[src/rtl/fcfs_request_issuer.sv]
// FCFS DRAM request issuer: pops requests in arrival order, manages per-bank open rows,
// sequences PRE/ACT/RD/WR under tRP/tRCD and returns read data tagged with its address.
module fcfs_request_issuer #(
    parameter int T_RCD = 3,
    parameter int T_RP  = 3,
    parameter int T_CL  = 4
) (
    input  logic        CLK,
    input  logic        RESET_N,
    input  logic        FIFO_EMPTY,
    input  logic [31:0] ADDRESS_IN,
    input  logic [31:0] WRITE_DATA_IN,
    input  logic        R_W_IN,
    output logic        POP,
    output logic [2:0]  CMD,
    output logic [1:0]  CMD_BANK,
    output logic [13:0] CMD_ROW,
    output logic [9:0]  CMD_COL,
    output logic [31:0] DRAM_WDATA,
    input  logic [31:0] DRAM_RDATA,
    output logic        READ_VALID,
    output logic [31:0] READ_DATA,
    output logic [31:0] READ_ADDR,
    output logic        BUSY,
    output logic [15:0] HIT_COUNT
);

    localparam logic [2:0] CMD_NOP = 3'd0;
    localparam logic [2:0] CMD_ACT = 3'd1;
    localparam logic [2:0] CMD_RD  = 3'd2;
    localparam logic [2:0] CMD_WR  = 3'd3;
    localparam logic [2:0] CMD_PRE = 3'd4;

    localparam logic [3:0] RP_WAIT    = 4'(T_RP - 1);
    localparam logic [3:0] RCD_WAIT   = 4'(T_RCD - 1);
    localparam bit         RP_DIRECT  = (T_RP == 32'sd1);
    localparam bit         RCD_DIRECT = (T_RCD == 32'sd1);

    typedef enum logic [2:0] {
        S_IDLE,
        S_PRECHARGE,
        S_WAIT_RP,
        S_ACTIVATE,
        S_WAIT_RCD,
        S_ISSUE
    } state_t;

    state_t      state_r;
    logic [31:0] addr_r;
    logic [31:0] wdata_lat_r;
    logic        rw_r;
    logic [3:0]  open_r;
    logic [13:0] open_row_r [4];
    logic [3:0]  wait_cnt_r;
    logic [15:0] hit_count_r;

    logic        pop_r;
    logic [2:0]  cmd_r;
    logic [1:0]  cmd_bank_r;
    logic [13:0] cmd_row_r;
    logic [9:0]  cmd_col_r;
    logic [31:0] dram_wdata_r;
    logic        busy_r;

    logic [T_CL-1:0] pipe_valid_r;
    logic [31:0]     pipe_addr_r [T_CL];
    logic            read_valid_r;
    logic [31:0]     read_data_r;
    logic [31:0]     read_addr_r;

    logic [31:0] src_addr_s;
    logic [31:0] src_data_s;
    logic        src_rw_s;
    logic [1:0]  src_bank_s;
    logic [13:0] src_row_s;
    logic [9:0]  src_col_s;
    logic        row_hit_s;
    logic [2:0]  issue_cmd_s;
    logic [31:0] issue_wdata_s;
    logic        unused_addr_bits_s;

    // In IDLE the FIFO head is decoded directly; afterwards only the latched copy is used.
    always_comb begin
        src_addr_s = addr_r;
        src_data_s = wdata_lat_r;
        src_rw_s   = rw_r;
        if (state_r == S_IDLE) begin
            src_addr_s = ADDRESS_IN;
            src_data_s = WRITE_DATA_IN;
            src_rw_s   = R_W_IN;
        end else begin
            src_addr_s = addr_r;
            src_data_s = wdata_lat_r;
            src_rw_s   = rw_r;
        end
        src_col_s          = src_addr_s[11:2];
        src_bank_s         = src_addr_s[13:12];
        src_row_s          = src_addr_s[27:14];
        unused_addr_bits_s = ^{src_addr_s[31:28], src_addr_s[1:0]};
        row_hit_s          = open_r[src_bank_s] && (open_row_r[src_bank_s] == src_row_s);
        if (src_rw_s) begin
            issue_cmd_s   = CMD_WR;
            issue_wdata_s = src_data_s;
        end else begin
            issue_cmd_s   = CMD_RD;
            issue_wdata_s = 32'd0;
        end
    end

    // Main sequencer: state, bank table, hit counter and registered command outputs.
    always_ff @(posedge CLK or negedge RESET_N) begin
        if (!RESET_N) begin
            state_r      <= S_IDLE;
            addr_r       <= 32'd0;
            wdata_lat_r  <= 32'd0;
            rw_r         <= 1'b0;
            open_r       <= 4'd0;
            for (int b = 0; b < 4; b++) begin
                open_row_r[b] <= 14'd0;
            end
            wait_cnt_r   <= 4'd0;
            hit_count_r  <= 16'd0;
            pop_r        <= 1'b0;
            cmd_r        <= CMD_NOP;
            cmd_bank_r   <= 2'd0;
            cmd_row_r    <= 14'd0;
            cmd_col_r    <= 10'd0;
            dram_wdata_r <= 32'd0;
            busy_r       <= 1'b0;
        end else begin
            pop_r        <= 1'b0;
            cmd_r        <= CMD_NOP;
            cmd_bank_r   <= 2'd0;
            cmd_row_r    <= 14'd0;
            cmd_col_r    <= 10'd0;
            dram_wdata_r <= 32'd0;
            case (state_r)
                S_IDLE: begin
                    if (!FIFO_EMPTY) begin
                        addr_r      <= ADDRESS_IN;
                        wdata_lat_r <= WRITE_DATA_IN;
                        rw_r        <= R_W_IN;
                        busy_r      <= 1'b1;
                        cmd_bank_r  <= src_bank_s;
                        if (row_hit_s) begin
                            state_r      <= S_ISSUE;
                            cmd_r        <= issue_cmd_s;
                            cmd_col_r    <= src_col_s;
                            dram_wdata_r <= issue_wdata_s;
                            pop_r        <= 1'b1;
                            if (hit_count_r != 16'hFFFF) begin
                                hit_count_r <= hit_count_r + 16'd1;
                            end
                        end else if (!open_r[src_bank_s]) begin
                            state_r   <= S_ACTIVATE;
                            cmd_r     <= CMD_ACT;
                            cmd_row_r <= src_row_s;
                        end else begin
                            state_r <= S_PRECHARGE;
                            cmd_r   <= CMD_PRE;
                        end
                    end else begin
                        busy_r <= 1'b0;
                    end
                end
                S_PRECHARGE: begin
                    open_r[src_bank_s] <= 1'b0;
                    if (RP_DIRECT) begin
                        state_r    <= S_ACTIVATE;
                        cmd_r      <= CMD_ACT;
                        cmd_bank_r <= src_bank_s;
                        cmd_row_r  <= src_row_s;
                    end else begin
                        state_r    <= S_WAIT_RP;
                        wait_cnt_r <= RP_WAIT;
                    end
                end
                S_WAIT_RP: begin
                    if (wait_cnt_r == 4'd1) begin
                        state_r    <= S_ACTIVATE;
                        cmd_r      <= CMD_ACT;
                        cmd_bank_r <= src_bank_s;
                        cmd_row_r  <= src_row_s;
                    end else begin
                        wait_cnt_r <= wait_cnt_r - 4'd1;
                    end
                end
                S_ACTIVATE: begin
                    open_r[src_bank_s]     <= 1'b1;
                    open_row_r[src_bank_s] <= src_row_s;
                    if (RCD_DIRECT) begin
                        state_r      <= S_ISSUE;
                        cmd_r        <= issue_cmd_s;
                        cmd_bank_r   <= src_bank_s;
                        cmd_col_r    <= src_col_s;
                        dram_wdata_r <= issue_wdata_s;
                        pop_r        <= 1'b1;
                    end else begin
                        state_r    <= S_WAIT_RCD;
                        wait_cnt_r <= RCD_WAIT;
                    end
                end
                S_WAIT_RCD: begin
                    if (wait_cnt_r == 4'd1) begin
                        state_r      <= S_ISSUE;
                        cmd_r        <= issue_cmd_s;
                        cmd_bank_r   <= src_bank_s;
                        cmd_col_r    <= src_col_s;
                        dram_wdata_r <= issue_wdata_s;
                        pop_r        <= 1'b1;
                    end else begin
                        wait_cnt_r <= wait_cnt_r - 4'd1;
                    end
                end
                S_ISSUE: begin
                    state_r <= S_IDLE;
                    busy_r  <= 1'b0;
                end
                default: begin
                    state_r <= S_IDLE;
                    busy_r  <= 1'b0;
                end
            endcase
        end
    end

    // Read-return tag pipeline; data is captured when a tag reaches the last stage.
    always_ff @(posedge CLK or negedge RESET_N) begin
        if (!RESET_N) begin
            pipe_valid_r <= '0;
            for (int i = 0; i < T_CL; i++) begin
                pipe_addr_r[i] <= 32'd0;
            end
            read_valid_r <= 1'b0;
            read_data_r  <= 32'd0;
            read_addr_r  <= 32'd0;
        end else begin
            pipe_valid_r[0] <= (state_r == S_ISSUE) && !rw_r;
            pipe_addr_r[0]  <= addr_r;
            for (int i = 1; i < T_CL; i++) begin
                pipe_valid_r[i] <= pipe_valid_r[i-1];
                pipe_addr_r[i]  <= pipe_addr_r[i-1];
            end
            if (pipe_valid_r[T_CL-1]) begin
                read_valid_r <= 1'b1;
                read_data_r  <= DRAM_RDATA;
                read_addr_r  <= pipe_addr_r[T_CL-1];
            end else begin
                read_valid_r <= 1'b0;
                read_data_r  <= 32'd0;
                read_addr_r  <= 32'd0;
            end
        end
    end

    assign POP        = pop_r;
    assign CMD        = cmd_r;
    assign CMD_BANK   = cmd_bank_r;
    assign CMD_ROW    = cmd_row_r;
    assign CMD_COL    = cmd_col_r;
    assign DRAM_WDATA = dram_wdata_r;
    assign BUSY       = busy_r;
    assign HIT_COUNT  = hit_count_r;
    assign READ_VALID = read_valid_r;
    assign READ_DATA  = read_data_r;
    assign READ_ADDR  = read_addr_r;

endmodule

[config.mk]
export PLATFORM = sky130hd
export DESIGN_NAME = fcfs_request_issuer
export DESIGN_NICKNAME = d
export VERILOG_FILES = /design/src/rtl/fcfs_request_issuer.sv
export SDC_FILE = /design/constraint.sdc
export NUM_CORES = 1
export LEC_CHECK = 0
export BUFFER_PORTS_ARGS = -buffer_cell sky130_fd_sc_hd__buf_2
export CORE_ASPECT_RATIO = 2
export CORE_UTILIZATION = 40
export DETAILED_ROUTE_END_ITERATION = 10
export GPL_TIMING_DRIVEN = 0
export SYNTH_ARGS = -nofsm -noshare
export SYNTH_HDL_FRONTEND = slang
export SYNTH_SLANG_ARGS = --single-unit
[constraint.sdc]
create_clock -name CLK -period 6.2 [get_ports CLK]
set_clock_uncertainty 0.15 [all_clocks]
set_input_delay 0.31 -clock CLK [delete_from_list [all_inputs] [get_ports CLK]]
set_output_delay 0.31 -clock CLK [all_outputs]
set_load 0.05 [all_outputs]
=== After elaboration in Yosys (flattened, before gate mapping) ===
Index checks and enable logic that the tools add are counted.

* Register bits after elaboration: 408
* Input port bits: 100
* Output and inout bits: 144
* Logic and storage cells: 119

* Add/subtract/negate cells: 2
* Order comparisons: 4
* Equality and inequality tests: 12
* Muxes and demuxes: 55
* Bitwise gates (word level): 5
* Reduce and logical (&&, ||, !) cells: 15

{| class="wikitable"
|+ Operators by type and width
! operator !! count
|-
| 2-to-1 mux 32 bit || 7
|-
| 2-to-1 mux 14 bit || 7
|-
| one-hot mux 32 bit (2 select lines) || 1
|-
| bitwise mux 56 bit || 1
|-
| 2-to-1 mux 10 bit || 3
|-
| binary-select mux 14 bit (select 2 bit) || 1
|-
| demux 14 bit (select 2 bit) || 1
|-
| 2-to-1 mux 28 bit || 1
|-
| one-hot mux 14 bit (2 select lines) || 1
|-
| 2-to-1 mux 3 bit || 8
|-
| one-hot mux 10 bit (2 select lines) || 1
|-
| adder 16 x 1 -> 16 bit, second input constant || 1
|-
| != test 16 bit, second input constant || 1
|-
| one-hot mux 4 bit (2 select lines) || 2
|-
| one-hot mux 3 bit (5 select lines) || 1
|-
| equality test 14 bit || 1
|-
| 2-to-1 mux 1 bit || 10
|-
| one-hot mux 3 bit (3 select lines) || 1
|-
| != test 2 bit, second input constant || 4
|-
| equality test 3 x 2 -> 1 bit, second input constant || 2
|-
| equality test 3 bit, second input constant || 2
|-
| 2-to-1 mux 2 bit || 3
|-
| bitwise AND 4 bit || 1
|-
| equality test 4 x 1 -> 1 bit, second input constant || 1
|-
| 24 further kinds || 31
|}

=== Longest topological paths before layout ===
* Depth in word-level cells: 11
* Mapped depth: 12
* Depth with buffers taken out: 8

=== Worst setup path before layout ===
No wires, ideal clock.

* Kind: reg2reg
* Start point: reg state_r[2]
* End point: reg hit_count_r[1] (netlist: HIT_COUNT[1])
* Library setup time: 0.128 ns
* Arrival: 2.947 ns
* Required time: 5.922 ns
* Slack: 2.976 ns
* Cell stages (with the launch flop): 12
* Buffers on the path: 3
* Period minus slack after synthesis: 3.224 ns
* Cell sequence: dfrtp_1 buf_6 or3_1 buf_6 buf_6 mux2i_1 nor3_1 nor4b_1 a22oi_2 a211o_4 nor2_1 mux2_1

* Longest elaborated chain between the ends: 9
* Elaborated cells on any way between the ends: 11
* Classes of those cells: eq/ne: 1; mux: 6; bitwise: 1; reduce/logical: 3

{| class="wikitable"
|+ RTL lines
! what !! RTL line !! source
|-
| start: declaration || 48 || <nowiki>state_t state_r;</nowiki>
|-
| start signal: assignment || 113 || <nowiki>state_r <= S_IDLE;</nowiki>
|-
| start signal: assignment || 146 || <nowiki>state_r <= S_ISSUE;</nowiki>
|-
| start signal: assignment || 155 || <nowiki>state_r <= S_ACTIVATE;</nowiki>
|-
| zero test 3 bit * || 87, 137 ||
|-
| 2-to-1 mux 28 bit || 87 || <nowiki>if (state_r == S_IDLE) begin</nowiki>
|-
| inverter 2 -> 3 bit (not written as such) || 100 || <nowiki>row_hit_s = open_r[src_bank_s] && (open_row_r[src_bank_s] == src_row_s);</nowiki>
|-
| binary-select mux 14 bit (select 2 bit) || 100 ||
|-
| 2-to-1 mux 14 bit (not written as such) (2 in series) || 100 ||
|-
| equality test 14 bit || 100 ||
|-
| logical AND 1 bit || 100 ||
|-
| AND reduction 4 bit (no line) * || n/a ||
|-
| end signal: assignment || 152 || <nowiki>hit_count_r <= hit_count_r + 16'd1;</nowiki>
|-
| end: declaration || 55 || <nowiki>logic [15:0] hit_count_r;</nowiki>
|}

Mark *: on every way between the ends. The rest lies on a longest branch, timed or not. The select of a mux whose other input is x is not followed.
A chain may end at the register's enable or synchronous reset.

=== Worst setup path in the final report ===
* Start point: reg state_r[1]
* End point: reg dram_wdata_r[1] (netlist: DRAM_WDATA[1])

* Longest elaborated chain between the ends: 11
* Elaborated cells on any way between the ends: 18
* Classes of those cells: eq/ne: 2; mux: 13; bitwise: 1; reduce/logical: 2

{| class="wikitable"
|+ RTL lines
! what !! RTL line !! source
|-
| zero test 3 bit || 87, 137 ||
|-
| 2-to-1 mux 28 bit || 87 ||
|-
| inverter 2 -> 3 bit (not written as such) || 100 ||
|-
| binary-select mux 14 bit (select 2 bit) || 100 ||
|-
| 2-to-1 mux 14 bit (not written as such) (2 in series) || 100 ||
|-
| equality test 14 bit || 100 ||
|-
| logical AND 1 bit || 100 ||
|-
| 2-to-1 mux 32 bit || 145 || <nowiki>if (row_hit_s) begin</nowiki>
|-
| 2-to-1 mux 32 bit || 139 || <nowiki>if (!FIFO_EMPTY) begin</nowiki>
|-
| one-hot mux 32 bit (2 select lines) * || 137 || <nowiki>case (state_r)</nowiki>
|-
| end signal: assignment || 149 || <nowiki>dram_wdata_r <= issue_wdata_s;</nowiki>
|-
| end signal: assignment || 196 || <nowiki>dram_wdata_r <= issue_wdata_s;</nowiki>
|-
| end signal: assignment || 209 || <nowiki>dram_wdata_r <= issue_wdata_s;</nowiki>
|-
| end: declaration || 62 || <nowiki>logic [31:0] dram_wdata_r;</nowiki>
|}

Marks and branches as above.

==> key figures <==
Run status
  • Status: completed

Yosys
  • Async SR Flop Fraction: 100%
  • Yosys reg bits: a little over 400
  • Main combinational cell family by area after synthesis: simple AND/OR/NAND/NOR gates
  • Synth warn: 0
  • Seq/Total Area, Yosys: around 68%
  • Syn nets: about 1,300
  • Simple-gate area share of the yosys netlist: a little under an eighth
  • Post-Synthesis Cell Area: 0.0151 sq mm
  • Post-synthesis mux area share: 9.92%
  • Compound-Gate Fraction of Synth Area: 6.03%
  • Cell taking the most area after synthesis: dfrtp_1
  • Xor/xnor share of the synthesized area: about 2.0%
  • Area share of fa/ha/maj cells after synthesis: less than 1%
  • Ys flop type: dfrtp_1
  • Leading post-synthesis cells by cell area: dfrtp_1, mux2_2, mux2i_1
  • Syn avg cell area: roughly 13 sq um
  • Share of the synthesized area in the top cell type: between 60% and 70%
  • Post-Syn Instances: approximately 1,200
  • Synth cell types: 64
  • Post-synth EDFFs: 0

Clock network
  • Cts bufs inserted: 38
  • Htree depth: 2
  • CTS max path bufs: 3
  • CTS tree: done
  • Resize count post-CTS: 0
  • Post-CTS setup buffer count: 0
  • Clock insertion delay at the later pin of the skew report: between 0.5 and 0.6 ns
  • Clk sinks: between 400 and 500
  • Root Buffer: clkbuf_16
  • # hold bufs at CTS: 95
  • Clock transition at the registers of the reported paths: around 0.060 ns

STA
  • Final Hold Viols: 0
  • F_max: around 210 MHz
  • Worst slew pin tran: ~1.2 ns
  • Hold_ws: 0.0539 ns
  • RSZ-0062 raised after global routing: false
  • Slew margin rel.: between 10% and 20%
  • PnR worst setup slack: approximately 1.5 ns
  • Final period util: around 75%
  • Final min period: approximately 4.7 ns
  • Final setup fails: 0
  • Final Slew Violations: 0

Cells and area
  • Area Overhead vs Synth: 27.6%
  • # nets final: ~1,600
  • Finished Cell Area: 0.0193 sq mm
  • Commonest cells after routing, fill and taps aside: dfrtp_1, buf_2, dlygate4sd3_1
  • Commonest non-fill, non-tap cell in the layout: dfrtp_1
  • Layout cells sized above 1: between 20% and 30%
  • Fill cell count: between 3,000 and 4,000

Die
  • I/O pins: 244
  • Rows: 100
  • DIE AREA: roughly 0.039 sq mm
  • Die Span X: approximately 140 um
  • Die Ht: roughly 280 um
  • Core footprint: 0.0372 sq mm
  • Initial Util: between 40% and 50%

Setup path
  • Slowest CP cell: clkbuf_1
  • Worst EP arrival: ~4.9 ns
  • WP data required: between 6 and 7 ns
  • Slowest cell delay on critical path: about 0.70 ns
  • CP Max Fanout: 10
  • Crit path max-delay family: buffers and inverters
  • Crit path buf inv count: 3
  • Nature of the critical path endpoint: flop
  • Top cell by count, worst path: clkbuf_1
  • CP startpoint kind: flop
  • Critical path class: reg -> reg
  • Worst-path cell chain: clkbuf_1 > nor3_1 > clkbuf_1 > mux2i_1 > xnor2_1 > nor4_2 > a22oi_2 > nor2_1 > a21oi_2 > buf_2 > a21oi_1

Power and ir drop
  • LEAKAGE: 9.30 nW
  • Switching Power: 3.09 mW
  • Clk pwr share: between 20% and 30%
  • Power per cell area: roughly 480 mW/mm^2
  • VDD IR max: 0.000221 V
  • Tot Pwr: between 9 and 10 mW
  • Internal power: between 6 and 7 mW
  • Sw frac: about 34%
  • Reg power frac: a little over two fifths
  • Combinational power share: between 30% and 40%

Drt
  • Final ANT Viol Nets: 0
  • Routed wire length: 37.9 mm
  • Via density per instance: 5.05
  • Starting DRT DRC Count: 462
  • DR vias: around 10,000
  • DR pass1 iterations: 5
  • DRC viols: 0
  • Wire per inst: between 15 and 20 um

Global route
  • Vias in the first global route: between 10,000 and 15,000
  • First-pass GRT wire length: around 61 mm
  • Grt total ovfl: 0
  • Largest net degree at the start of global routing: between 100 and 150
  • Initial antenna violation count: 2
  • GRT Total Usage: between 20 and 25%

Placed design
  • GP Congestion: ~0.83
  • Post-DP Area: about 0.017 sq mm
  • DP Worst Slack: roughly 1.5 ns
  • Post-detail-place hpwl: roughly 26 mm
  • IO Port Bufs: 241

Run
  • Max-Cap Viols: 0

Hold path
  • HP Class: in -> reg
per-layer routing:
metal  GRT usage [%]  wire, um
met1            21.2     13500
met2            38.0     20700
met3            2.56      1350
met4            12.6      2350
met5               0        13
worst register-to-register path: stages, from the launching register on:
cell	delay, ns
dfrtp_1	0.43
clkbuf_1	0.24
nor3_1	0.69
clkbuf_1	0.70
mux2i_1	0.32
xnor2_1	0.21
nor4_2	0.08
a22oi_2	0.58
nor2_1	0.15
a21oi_2	0.50
buf_2	0.35
a21oi_1	0.11
path summary, 6_finish.rpt:
kind | startpoint | to | slack, ns | depth (start not counted)
setup / recovery | state_r[1] | DRAM_WDATA[1] | 1.55 | 11
hold / removal | R_W_IN | DRAM_WDATA[18] | 0.05 | 3
setup reg to reg | state_r[1] | DRAM_WDATA[1] | 1.55 | 11
hold reg to reg | pipe_addr_r[84] | pipe_addr_r[52] | 0.20 | 0
max in group asynchronous | RESET_N | wdata_lat_r[15] | 4.27 | 4
min in group asynchronous | RESET_N | open_row_r[37] | 0.24 | 2
cell usage after synthesis, types with 6 or more instances:
cell type and n:
and3_1 12, nand3_1 77, mux2i_2 6, nor2_1 77, nor3_1 21, nor4_1 9, o21ai_0 29, xor2_1 20
mux2i_1 64, inv_1 11, a21oi_1 84, nor4_2 7, buf_2 10, clkbuf_1 52, dfrtp_1 408, xnor2_1 15
and2_1 66, mux2_2 64, nand2_1 41
final cells by class:
class	instances	area, sq um	share of cell area (%)
Buffer	72	320	1.66
Multi-Input combinational cell	667	4540	23.6
Antenna cell	1	2.50	0.0130
Clock inverter	17	236	1.23
Sequential cell	408	10200	52.9
Timing Repair Buffer	339	2250	11.7
Clock buffer	52	1100	5.73
Inverter	11	41.3	0.214
Tap cell	459	574	2.98
through the flow:
stage / setup TNS [ns] / utilization (%) / instances
finish: 0 / 51.9 / 2026
global placement: -1282.33 / 45.5 / 1858
detailed placement: 0 / 45.7 / 1861
floorplan: 0 / - / 1158
CTS: 0 / 51.9 / 2025
global route: 0 / 51.9 / 2026
power groups by stage:
stage	clock network, mW	logic, mW	registers (mW)
3_5_place_dp	0	2.72	3.99
6_report	2.47	2.76	3.95
2_1_floorplan	0	1.78	4.07
4_1_cts	2.54	2.78	3.95
3_3_place_gp	0	2.66	3.96
5_1_grt	2.64	3.00	4.05
sequential cells by signal, indices dropped and copies added (netlist names), 14 cells and up, named ones only:
register and count:
pipe_addr_r 128, HIT_COUNT 16, DRAM_WDATA 32, READ_ADDR 32
addr_r 32, wdata_lat_r 32, READ_DATA 32, open_row_r 56
CMD_ROW 14
cells by family (layout without fill, tap and decap cells):
logic type      Yosys count  in the layout
buf+inv                  83            491
xor+xnor                 35             35
other cells               0              1
fa+ha+maj                 3              3
mux                     137            137
compound gates          150            150
simple gates            342            342
flops                   408            408
Note: power is estimated with default switching activity, not from simulation.
